[config.mk]
export PLATFORM = sky130hd
export DESIGN_NAME = hazard_ctrl
export DESIGN_NICKNAME = d
export VERILOG_FILES = /design/src/rtl/hazard_ctrl.sv
export SDC_FILE = /design/constraint.sdc
export NUM_CORES = 1
export LEC_CHECK = 0
export BUFFER_PORTS_ARGS = -buffer_cell sky130_fd_sc_hd__buf_4
export CAP_MARGIN = 0
export CORE_MARGIN = 5
export CORE_UTILIZATION = 50
export CTS_CLUSTER_SIZE = 16
export DETAILED_ROUTE_END_ITERATION = 12
export PLACE_DENSITY = 0.79
export SYNTH_ARGS = -nofsm -noshare
export SYNTH_HDL_FRONTEND = slang
export SYNTH_SLANG_ARGS = --single-unit
[constraint.sdc]
create_clock -name clk -period 3.9 [get_ports clk]
set_clock_uncertainty 0.1 [all_clocks]
set_input_delay 0.195 -clock clk [delete_from_list [all_inputs] [get_ports clk]]
set_output_delay 0.195 -clock clk [all_outputs]
set_load 0.03 [all_outputs]
[src/rtl/hazard_ctrl.sv]
// Pipeline sequencing controller: freezes or bubbles the pipeline registers for
// data-memory wait states, load-use hazards and taken branches; counts stall cycles.
module hazard_ctrl #(
   parameter int unsigned MEM_WAIT = 2
) (
   input  logic        clk,
   input  logic        rst,
   input  logic [2:0]  id_rs1,
   input  logic [2:0]  id_rs2,
   input  logic        id_use_rs1,
   input  logic        id_use_rs2,
   input  logic [2:0]  ex_wreg,
   input  logic        ex_rwrite,
   input  logic        ex_mread,
   input  logic        ex_branch_taken,
   input  logic        mem_mread,
   input  logic        mem_mwrite,
   output logic        pc_en,
   output logic        ifid_en,
   output logic        idex_en,
   output logic        exmem_en,
   output logic        ifid_flush,
   output logic        idex_flush,
   output logic        memwb_flush,
   output logic        pc_take_branch,
   output logic [15:0] stall_cycles
);

   localparam logic [0:0] StIdle = 1'b0;
   localparam logic [0:0] StWait = 1'b1;

   localparam logic [3:0] WaitInit = 4'(MEM_WAIT - 1);

   logic [0:0]  state_q, state_d;
   logic [3:0]  wcnt_q, wcnt_d;
   logic [15:0] stall_cycles_q;
   logic        mem_stall;
   logic        lu_stall;
   logic        count_en;

   always_comb begin
      state_d   = state_q;
      wcnt_d    = wcnt_q;
      mem_stall = 1'b0;
      if (MEM_WAIT != 0) begin
         case (state_q)
            StIdle: begin
               if (mem_mread | mem_mwrite) begin
                  mem_stall = 1'b1;
                  state_d   = StWait;
                  wcnt_d    = WaitInit;
               end
            end
            default: begin
               if (wcnt_q != 4'd0) begin
                  mem_stall = 1'b1;
                  wcnt_d    = wcnt_q - 4'd1;
               end else begin
                  state_d = StIdle;
               end
            end
         endcase
      end
   end

   assign lu_stall = ex_mread & ex_rwrite &
                     ((id_use_rs1 & (id_rs1 == ex_wreg)) | (id_use_rs2 & (id_rs2 == ex_wreg)));

   // A taken branch discards the dependent ID instruction, so its load-use is not a stall.
   assign count_en = mem_stall | (lu_stall & ~ex_branch_taken);

   always_comb begin
      pc_en          = 1'b1;
      ifid_en        = 1'b1;
      idex_en        = 1'b1;
      exmem_en       = 1'b1;
      ifid_flush     = 1'b0;
      idex_flush     = 1'b0;
      memwb_flush    = 1'b0;
      pc_take_branch = 1'b0;
      if (rst) begin
         pc_en    = 1'b0;
         ifid_en  = 1'b0;
         idex_en  = 1'b0;
         exmem_en = 1'b0;
      end else if (mem_stall) begin
         pc_en       = 1'b0;
         ifid_en     = 1'b0;
         idex_en     = 1'b0;
         exmem_en    = 1'b0;
         memwb_flush = 1'b1;
      end else if (ex_branch_taken) begin
         pc_take_branch = 1'b1;
         ifid_flush     = 1'b1;
         idex_flush     = 1'b1;
      end else if (lu_stall) begin
         pc_en      = 1'b0;
         ifid_en    = 1'b0;
         idex_flush = 1'b1;
      end
   end

   always_ff @(posedge clk) begin
      if (rst) begin
         state_q        <= StIdle;
         wcnt_q         <= 4'd0;
         stall_cycles_q <= 16'd0;
      end else begin
         state_q <= state_d;
         wcnt_q  <= wcnt_d;
         if (count_en && (stall_cycles_q != 16'hFFFF)) begin
            stall_cycles_q <= stall_cycles_q + 16'd1;
         end
      end
   end

   assign stall_cycles = stall_cycles_q;

endmodule

Word-level counts from Yosys, hierarchy flattened
Cells that the tools add are included.
Word-level totals
  logic and storage cells: 43
  output and inout port bits: 24
  register bits after elaboration: 21
  input port bits: 18
Cells by class
  muxes and demuxes: 21
  eq/ne operators: 4
  reduce and logical (&&, ||, !) cells: 4
  bitwise gates (word level): 9
  add/subtract/negate cells: 2
Operators with widths (count)
  $mux W1: 18
  $add A16 B1 Y16 const B: 1
  $ne A16 B16 Y1 const B: 1
  $mux W4: 3
  $eq A3 B3 Y1: 2
  $and A1 B1 Y1: 5
  $reduce_bool A4 Y1: 1
  $sub A4 B1 Y4 const B: 1
  $or A1 B1 Y1: 3
  $ne A2 B1 Y1 const B: 1
  $reduce_and A2 Y1: 1
  $reduce_bool A2 Y1: 1
  $logic_and A1 B1 Y1: 1
  $not A1 Y1: 1

Longest topological paths before layout
Gate-level depths: netlist (run 1).
  depth after elaboration: 8
  mapped depth: 10

Least setup slack after synthesis (run 1)
Ideal clock, no wire load.
  kind: reg-to-output
  start: reg wcnt_q[0]
  end: out pc_take_branch
  cell stages (with the launch flop): 11
  setup slack: 1.282 ns
  data required time: 3.605 ns
  data arrival time: 2.323 ns
  cells stage by stage: dfxtp_1 inv_1 ha_1 nor2b_1 nor2b_1 a21oi_1 buf_2 buf_2 nor2_1 and2_1 buf_4
On the way
  longest elaborated chain between the ends: 5
Ends and longest elaborated chain
  start, declared: line 35  | logic [3:0] wcnt_q, wcnt_d;
  start signal, assigned: line 110  | wcnt_q <= wcnt_d;
  $reduce_bool A4 Y1: line 55  | if (wcnt_q != 4'd0) begin
  $mux W1: line 55
  $mux W1: line 46  | case (state_q)
  $mux W1 (2 in a row)
  end, declared: line 25  | output logic pc_take_branch,
Every way passes these cells.

Final worst setup path (run 1)
  start: reg wcnt_q[0]
  end: out pc_take_branch
On the way
  longest elaborated chain between the ends: 5
Ends and longest elaborated chain
  $reduce_bool A4 Y1: line 55
  $mux W1: line 55
  $mux W1: line 46
  $mux W1: line 86  | end else if (mem_stall) begin
  $mux W1: line 81  | if (rst) begin
Every way passes these cells.

==> summary.md, run 1 <==
| Metric | Value |
|---|---|
| Outcome | `finished clean` |
| CTS buffer count | `3` |
| DPL Wire Length | `between 2000 and 2500 µm` |
| Final nets | `approximately 200` |
| Area leader, netlist | `dfxtp_1` |
| Port buffer count | `~40` |
| Worst Path Required | `3610 ps` |
| Initial Utilization | `around 53%` |
| Mapped Area | `~1200 µm²` |
| First-pass GRT wire length | `about 4400 µm` |
| GR peak layer | `met2` |
| Met3 Usage GRT | `roughly 4.8%` |
| Bufs on Longest Clock Path | `2` |
| Hold WS | `70.4 ps` |
| Finished Core Util | `a little under 70%` |
| Routed Antenna Nets | `0` |
| DR DRC count | `0` |
| Vias per cell | `5.46` |
| Sequential area share after synthesis | `36.0%` |
| Final hold viol count | `0` |
| Num rows | `17` |
| # H-tree levels | `1` |
| Vias | `1147` |
| Clock insertion delay at the later pin of the skew report | `approximately 310 ps` |
| Die Height | `roughly 58 µm` |
| VDD IR max | `between 200 and 300 µV` |
| Design area | `about 1500 µm²` |
| Met1 GRT Util | `about 18%` |
| Unrepaired setup endpoints after global routing | `false` |
| F_max | `roughly 410 MHz` |
| Area of the core | `~2200 µm²` |
| Worst min-delay path class | `in -> reg` |
| Synth unique cells | `30` |
| Met2 global-route usage | `30.3%` |
| # diodes | `0` |
| Rel. slew slack | `50.6%` |
| Slew at the pin closest to its max-slew limit | `approximately 740 ps` |
| Syn Area/Cell | `about 8 µm²` |
| Fin Setup TNS | `0 ps` |
| Syn_nets | `~170` |
| Flop-to-flop setup slack | `between 1500 and 2000 ps` |
| Vias in the first global route | `around 1100` |
| CP Class | `reg -> out` |
| Top cells by area, synth | `dfxtp_1 36%, xor2_1 8.2%, nor2_1 7.4%` |
| Clock root cell | `clkbuf_4` |
| CTS sink count | `21` |
| Total Wirelength | `~2800 µm` |
| Synthesized flop and latch total | `21` |
| Leak | `0.613 nW` |
| Area grow syn2layout | `27.9%` |
| Worst path arrival time | `2120 ps` |
| Initial antenna violation count | `0` |
| Tcrit/Tclk final | `61.9%` |
| Post-synthesis cell count | `145` |
| Hold_buf cts | `0` |
| Max Cap Viol | `0` |
| PwrDens | `around 320 nW/µm²` |
| Die area | `3400 µm²` |
| I/O pins | `42` |
| Slew Viols, Final | `0` |
| Grt total ovfl | `0` |
| Pin count of the biggest net entering global routing | `27` |
| Gpl congestion | `0.766` |
| Placement Setup Slack | `1610 ps` |
| CP Capture Type | `output port` |
| Setup violators final | `0` |
| CTS tree | `built` |
| Final min period | `between 2000 and 2500 ps` |
| WL/cell | `13.3 µm` |
| Startpoint types | `flip-flop` |
| Postcts setup bufs | `0` |
| Initial DRC count | `31` |
| Crit-path max FO | `19` |
| Clk slew on worst S/H paths | `around 120 ps` |
| Final worst slack | `1480 ps` |
| Overall routing resource usage | `16.3%` |
| Layout cells sized above 1 | `around 28%` |
| Top cell type's share of synthesized area | `36.0%` |
| Ys Warns | `0` |
| PostCTS Resize Cnt | `0` |
| Die width | `approximately 60 µm` |
| Placed Area | `1470 µm²` |
| DRT Pass-1 Iters | `4` |
## cell usage in the layout, fill, tap and decap left out
cell,count
buf_4,42
nor2_1,23
dfxtp_1,21
xor2_1,11
o21ai_0,10
nor2b_1,7
nand2_1,7
xnor2_1,6
nand4_1,6
nor3_1,5
a21oi_1,5
nand3_1,5
o211ai_1,4
or3_1,4
inv_1,3
o2111ai_1,3
clkbuf_4,3
and2_1,2
and3_1,2
or2_2,2
ha_1,2
a211oi_2,1
o21a_1,1
o21ai_2,1
mux2_2,1
mux2i_1,1
a32oi_1,1
or4_1,1
nor3b_1,1
clkinv_2,1
## synthesized netlist by cell type
cell / instances
nor2_1: 23
dfxtp_1: 21
xor2_1: 11
o21ai_0: 10
nand2_1: 7
nor2b_1: 7
nand4_1: 6
xnor2_1: 6
a21oi_1: 5
nand3_1: 5
nor3_1: 5
buf_4: 4
o211ai_1: 4
or3_1: 4
clkbuf_1: 3
inv_1: 3
o2111ai_1: 3
and2_1: 2
and3_1: 2
buf_2: 2
ha_1: 2
or2_2: 2
a211oi_2: 1
a32oi_1: 1
mux2_2: 1
mux2i_1: 1
nor3b_1: 1
o21a_1: 1
o21ai_2: 1
or4_1: 1
## routing by layer
layer  vias up  wire length, µm
met3         0              149
met5         -                0
met1       547             1080
li1        574                -
met2        26             1550
met4         0                0
## flip-flops by register name, summed over array words and instances, names as in the netlist
signal,count
wcnt_q,4
stall_cycles,16
state_q,1
## power breakdown
| part | leakage [nW] | internal (mW) | switching (mW) | total (mW) |
|---|---|---|---|---|
| Sequential | 0.171 | 0.227 | 0.0132 | 0.240 |
| Combinational | 0.424 | 0.0588 | 0.0802 | 0.139 |
| Clock | 0.0177 | 0.0383 | 0.0657 | 0.104 |
| Total | 0.613 | 0.324 | 0.159 | 0.483 |
## final timing paths
| kind | startpoint | to | cells after the start |
|---|---|---|---|
| hold / removal | mem_mread | wcnt_q[3] | 4 |
| hold reg to reg | wcnt_q[2] | wcnt_q[2] | 2 |
| setup reg to reg | wcnt_q[0] | stall_cycles[5] | 9 |
| setup / recovery | wcnt_q[0] | pc_take_branch | 9 |
## kinds of logic (layout without fill, tap and decap cells)
group / after synthesis / in the layout / synth area share [%]
AND/OR/NAND/NOR: 65 / 65 / 27.5
AO/OA/AOI/OAI: 26 / 26 / 14.5
flip-flops: 21 / 21 / 36.0
XOR/XNOR: 17 / 17 / 12.7
buffers and inverters: 12 / 49 / 5.35
adder cells (fa/ha/maj): 2 / 2 / 2.14
multiplexers: 2 / 2 / 1.82
## critical path, stage by stage (launching register included)
cell     delay (ps)
dfxtp_1         390
inv_1            60
ha_1            200
nor2b_1         140
nor2b_1         140
a21oi_1         180
buf_4           250
nor2_1          100
and2_1          180
buf_4           170
## cell type report
type / count / area [µm²]
sequential: 21 / 420
timing repair buffer: 42 / 315
fill: 195 / 717
inverter: 3 / 11.3
tap: 28 / 35.0
multi-input combinational: 112 / 686
clock buffer: 3 / 22.5
clock inverter: 1 / 5.00
## stage by stage
step                      power (mW)  instances
final                          0.483        210
after CTS                      0.490        210
after global placement         0.379        206
after floorplan                0.336        145
after global routing           0.512        210
after detailed placement       0.384        206
Note: power is estimated with default switching activity, not from simulation.
==> inputs of run 2 (changes only) <==
Settings changed: ABC_AREA from default to 1, CORE_UTILIZATION 50 to 45, PLACE_DENSITY 0.79 to 0.74.
Clock period 3.9 ns to 1.97 ns, I/O delays scaled along.
==> summary.md, run 2 <==
| Metric | Value |
|---|---|
| Reg-to-reg startpoint | `stall_cycles[0]` |
| Leak | `slightly below 0.9 nW` |
| DPL Wire Length | `about 2300 µm` |
| Initial DRC count | `93` |
| Clock insertion delay at the later pin of the skew report | `~300 ps` |
| First-pass GRT wire length | `around 5500 µm` |
| I/O pins | `42` |
| Final hold viol count | `0` |
| DR DRC count | `0` |
| Commonest cells after routing, fill and taps aside | `53 x nand2_1, 46 x buf_4, 35 x nor2_1, 25 x inv_1` |
| Post-synth top flop | `dfxtp_1` |
| Clk slew on worst S/H paths | `110 ps` |
| Ys Warns | `0` |
| Final Total Pwr | `1.08 mW` |
| Synth unique cells | `24` |
| Critical hold path startpoint | `mem_mread` |
| # H-tree levels | `1` |
| Area grow syn2layout | `32.1%` |
| Hold path depth | `6` |
| Bufs on Longest Clock Path | `2` |
| Slew at the pin closest to its max-slew limit | `roughly 270 ps` |
| Port buffer count | `41` |
| Routed Antenna Nets | `0` |
| Initial antenna violation count | `0` |
| WL/cell | `10.7 µm` |
| CTS sink count | `21` |
| Vias in the first global route | `1301` |
| Reg2reg path depth | `10` |
| PwrDens | `628 nW/µm²` |
| Crit-path max FO | `4` |
| Most numerous cell in the Yosys netlist | `nand2_1` |
| DRT Pass-1 Iters | `7` |
| Top cell type's share of synthesized area | `around a third` |
| Fillers | `about 260` |
| Final worst slack | `about 130 ps` |
| Final min period | `1840 ps` |
| Slowest stage delay, CP | `around 310 ps` |
| Slew Viols, Final | `0` |
| Worst path arrival time | `approximately 1600 ps` |
| Seq pwr share | `44.6%` |
| F_max | `~540 MHz` |
| Crit-path cells | `inv_1 -> ha_4 -> a31oi_2 -> nor2_2 -> nand2_2 -> inv_2 -> nand2_1 -> inv_1 -> buf_4` |
| CP Class | `reg -> out` |
| Tcrit/Tclk final | `between 90% and 100%` |
| CTS tree | `built` |
| Mapped Area | `between 1000 and 1500 µm²` |
| Synthesized flop and latch total | `21` |
| Post-synth EDFFs | `0` |
| Pin count of the biggest net entering global routing | `32` |
| # diodes | `0` |
| Area of the core | `about 2800 µm²` |
| Overall routing resource usage | `between 15 and 20%` |
| Vias | `roughly 1400` |
| Placement Setup Slack | `between 80 and 90 ps` |
| Most common cell after layout, fill and taps aside | `nand2_1` |
| Sw frac | `approximately a third` |
| Int Pwr | `roughly 0.7 mW` |
| Cell mode on critical path | `inv_1` |
| Grt total ovfl | `0` |
| Unrepaired setup endpoints after global routing | `false` |
| Clock root cell | `clkbuf_4` |
| Net Sw Power | `0.382 mW` |
| Post-synthesis cell count | `~210` |
| Top cells by area, synth | `dfxtp_1 32%, nand2_1 16%, nor2_1 11%` |
| Cell family with most CP delay | `buffers and inverters` |
| Post-synth top cells | `54 x nand2_1, 37 x nor2_1, 26 x inv_1` |
| Initial Utilization | `a little under half` |
| Vias per cell | `between 4 and 5` |
| Num rows | `19` |
| Sequential area share after synthesis | `32.2%` |
| Layout cells sized above 1 | `approximately a quarter` |
| Area leader, netlist | `dfxtp_1` |
| Hold WS | `around 200 ps` |
| Combinational fraction of design power | `a little over a third` |
| Clock share of power | `between 10% and 20%` |
| Bufs and invs on worst path | `4` |
| Final nets | `about 280` |
| Worst path slowest cell | `dfxtp_1` |
| Ys async rst share | `0%` |
| Gpl congestion | `around 0.8` |
| Startpoint types | `flip-flop` |
| Syn_nets | `about 230` |
| Max FFs per register | `16` |
| Worst hold endpoint | `state_q` |
| Fin Setup TNS | `0 ps` |
| Worst Path Required | `about 1800 ps` |
| Max Cap Viol | `0` |
| Total Wirelength | `between 3000 and 4000 µm` |
| CP Capture Type | `output port` |
| Setup violators final | `0` |
| Die width | `roughly 64 µm` |
| Outcome | `finished clean` |
| Die Height | `between 60 and 70 µm` |
| CTS buffer count | `3` |
| Rel. slew slack | `around 82%` |
| Die area | `around 4100 µm²` |
| Worst min-delay path class | `in -> reg` |
| Flop-to-flop setup slack | `around 180 ps` |
| Syn Area/Cell | `about 6.2 µm²` |
| VDD IR max | `around 570 µV` |
| FF-to-FF End | `stall_cycles[5]` |
## run 2: per-layer routing
metal | up-vias | GRT usage (%) | part of all wire (%)
li1 | 751 | - | -
met1 | 573 | 21.4 | 47
met2 | 32 | 25.4 | 47
met3 | 2 | 4.73 | 6.0
met4 | 0 | 2.60 | 0.49
met5 | - | 0 | 0
## run 2: cell families (layout without fill, tap and decap cells)
family          Yosys count  after routing  share of synthesized area (%)
flops                    21             21                           32.2
fa+ha+maj                 2              2                           1.92
compound gates           24             24                           9.67
simple gates            123            123                           40.2
buf+inv                  36             80                           12.6
xor+xnor                  5              5                           3.35
## run 2: worst max-delay path by stage
stage / from / end / slack [ps] / cells after the start
after floorplan: wcnt_q[0] / pc_en / 30 / 9
final: wcnt_q[1] / pc_en / 130 / 9
after global placement: stall_cycles[1] / stall_cycles[5] / 180 / 10
after global routing: wcnt_q[0] / pc_en / 4 / 9
after detailed placement: stall_cycles[0] / stall_cycles[5] / 80 / 10
after CTS: wcnt_q[0] / pc_en / 20 / 9
## run 2: power by group through the flow
stage / Clock (mW) / Sequential (mW) / Combinational, mW
after CTS: 0.219 / 0.481 / 0.383
after floorplan: 0 / 0.525 / 0.210
final: 0.207 / 0.483 / 0.394
after global placement: 0 / 0.489 / 0.367
after detailed placement: 0 / 0.491 / 0.369
after global routing: 0.235 / 0.489 / 0.441
## run 2: what timing repair did
| item | CTS | global route |
|---|---|---|
| gates resized for setup | 2 | 7 |
| endpoints found under the hold margin | 2 | 0 |
| buffers inserted | 1 | 0 |
| pin swaps | 1 | 2 |
| hold buffers | 1 | 0 |
| endpoints found under the setup margin | 7 | 13 |
## run 2: tightest hold or removal path, stage by stage
cell	delay, ps
buf_4	70
o21ai_0	60
inv_1	60
nor2_2	50
buf_4	140
nor2_1	80
## run 2: metrics by stage
stage / area [µm²] / util (%) / instances
3_3_place_gp: 1650 / 59.7 / 280
6_report: 1730 / 62.6 / 286
3_5_place_dp: 1650 / 59.7 / 280
5_1_grt: 1730 / 62.6 / 286
2_1_floorplan: 1310 / - / 211
4_1_cts: 1700 / 61.6 / 286
## run 2: area by class of cell
type	instances	area, µm²	area share, %
well taps	31	38.8	2.25
multi-input cells	154	757	43.9
flip-flops and latches	21	423	24.5
inverters	28	105	6.09
clock buffers	4	26.3	1.52
repair buffers	48	375	21.8
==> inputs of run 3 (changes only) <==
Settings changed: CAP_MARGIN 0 to 20, CORE_UTILIZATION 45 to 50, PLACE_DENSITY 0.74 to 0.78.
Clock period 1.97 ns to 2 ns, I/O delays scaled along.
==> summary.md, run 3 (synthesis gave the netlist of run 2 again) <==
| Metric | Value |
|---|---|
| Outcome | `finished clean` |
| CTS sink count | `21` |
| Initial DRC count | `43` |
| PwrDens | `620 nW/µm²` |
| Final Total Pwr | `approximately 1.0 mW` |
| Worst path arrival time | `between 1500 and 2000 ps` |
| FF-to-FF End | `stall_cycles[5]` |
| Hold path depth | `4` |
| VDD IR max | `around 520 µV` |
| Reg-to-reg startpoint | `stall_cycles[0]` |
| Bufs on Longest Clock Path | `2` |
| Slew Viols, Final | `0` |
| Pin count of the biggest net entering global routing | `32` |
| Worst Path Required | `roughly 1800 ps` |
| Most common cell after layout, fill and taps aside | `nand2_1` |
| Rel. slew slack | `between 60% and 70%` |
| # H-tree levels | `1` |
| Cell family with most CP delay | `buffers and inverters` |
| F_max | `about 530 MHz` |
| Slew at the pin closest to its max-slew limit | `~520 ps` |
| Final hold viol count | `0` |
| Max FFs per register | `16` |
| Multi-input combinational cell area | `742 µm²` |
| Area of the core | `roughly 2500 µm²` |
| CP Capture Type | `output port` |
| Clk slew on worst S/H paths | `about 110 ps` |
| Die area | `between 3000 and 4000 µm²` |
| WL/cell | `10.2 µm` |
| CTS tree | `built` |
| Startpoint types | `flip-flop` |
| I/O pins | `42` |
| Worst hold endpoint | `wcnt_q[0]` |
| DRT Pass-1 Iters | `4` |
| CTS buffer count | `3` |
| Worst path slowest cell | `dfxtp_1` |
| Reg area | `approximately 420 µm²` |
| Area grow syn2layout | `28.9%` |
| Crit-path cells | `inv_1 -> ha_1 -> a31oi_2 -> nor2_2 -> buf_4 -> nor2_1 -> buf_4` |
| Num rows | `18` |
| CP Class | `reg -> out` |
| Critical hold path startpoint | `rst` |
| Fillers | `233` |
| Grt total ovfl | `0` |
| Routed Antenna Nets | `0` |
| Placement Setup Slack | `~200 ps` |
| Cell mode on critical path | `buf_4` |
| Final nets | `273` |
| Total Wirelength | `2880 µm` |
| Final Instance Count excl. Fillers | `roughly 280` |
| Commonest cells after routing, fill and taps aside | `53 x nand2_1, 43 x buf_4, 36 x nor2_1, 25 x inv_1, 21 x dfxtp_1` |
| Vias in the first global route | `1132` |
| Leak | `0.879 nW` |
| Vias | `~1300` |
| Crit-path max FO | `5` |
| # diodes | `0` |
| Final min period | `roughly 1900 ps` |
| Flop-to-flop setup slack | `210 ps` |
| Port buffer count | `41` |
| First-pass GRT wire length | `just under 5000 µm` |
| DPL Wire Length | `between 2000 and 2500 µm` |
| Final worst slack | `around 130 ps` |
| Die width | `~61 µm` |
| Reg2reg path depth | `10` |
| Vias per cell | `around 4.8` |
| Setup violators final | `0` |
| DR DRC count | `0` |
| Max Cap Viol | `0` |
| Clock root cell | `clkbuf_4` |
| Layout cells sized above 1 | `a little under a quarter` |
| Worst min-delay path class | `in -> reg` |
| Post-Place Cells | `approximately 280` |
| Gpl congestion | `slightly below 0.8` |
| Die Height | `a little over 60 µm` |
| Clock insertion delay at the later pin of the skew report | `around 300 ps` |
| Slowest stage delay, CP | `between 300 and 400 ps` |
| Bufs and invs on worst path | `3` |
| Tcrit/Tclk final | `between 90 and 100%` |
| Overall routing resource usage | `between 10% and 20%` |
| Initial antenna violation count | `0` |
| Initial Utilization | `52.7%` |
run 3: cell types whose count changed in the layout (fill, tap and decap cells not counted), sizes merged:
cell and delta:
buf -3
run 3: worst min-delay path: cells and delay by family:
family          cells  cell delay, ps
compound gates      2             140
buf+inv             1              90
simple gates        1              50
run 3: area by class of cell:
class	count	area share, %
clock buffer	4	1.56
inverter	28	6.24
multi-input combinational	154	44.1
sequential	21	25.0
tap	30	2.23
timing repair buffer	45	21.0
run 3: worst max-delay path by stage:
stage | end | startpoint | cells past startpoint | slack (ps)
4_1_cts | pc_en | wcnt_q[0] | 9 | 40
5_1_grt | ifid_en | wcnt_q[1] | 9 | -9
6_report | memwb_flush | wcnt_q[0] | 7 | 130
3_5_place_dp | stall_cycles[5] | stall_cycles[0] | 10 | 200
3_3_place_gp | stall_cycles[5] | stall_cycles[0] | 10 | 200
2_1_floorplan | pc_take_branch | wcnt_q[0] | 7 | 10
run 3: power by group:
| part | leakage [nW] | internal (mW) | switching, mW | total (mW) |
|---|---|---|---|---|
| sequential | 0.171 | 0.448 | 0.0289 | 0.477 |
| combinational | 0.693 | 0.150 | 0.212 | 0.362 |
| clock | 0.0150 | 0.0778 | 0.128 | 0.205 |
run 3: routing by layer:
layer / global-route usage (%) / vias to the layer above / share of wire, %
li1: - / 745 / -
met1: 23.6 / 581 / 46
met2: 25.7 / 19 / 49
met3: 3.14 / 4 / 3.0
met4: 6.50 / 0 / 1.5
met5: 0 / - / 0
run 3: what timing repair did:
item                                    4_1_cts  5_1_grt
buffers inserted                              1        0
hold buffers                                  1        0
endpoints found under the setup margin        5       10
pin swaps                                     1        1
gates resized for setup                       1        4
endpoints found under the hold margin         2        0
run 3: per-stage QoR:
stage	hold slack, ps	setup TNS, ps	util (%)	area (µm²)
floorplan	72.4	0	-	1310
global placement	191	0	65.4	1620
detailed placement	197	0	65.4	1620
CTS	20.0	0	67.2	1670
global route	67.0	-23.5	68.0	1680
finish	23.6	0	68.0	1680
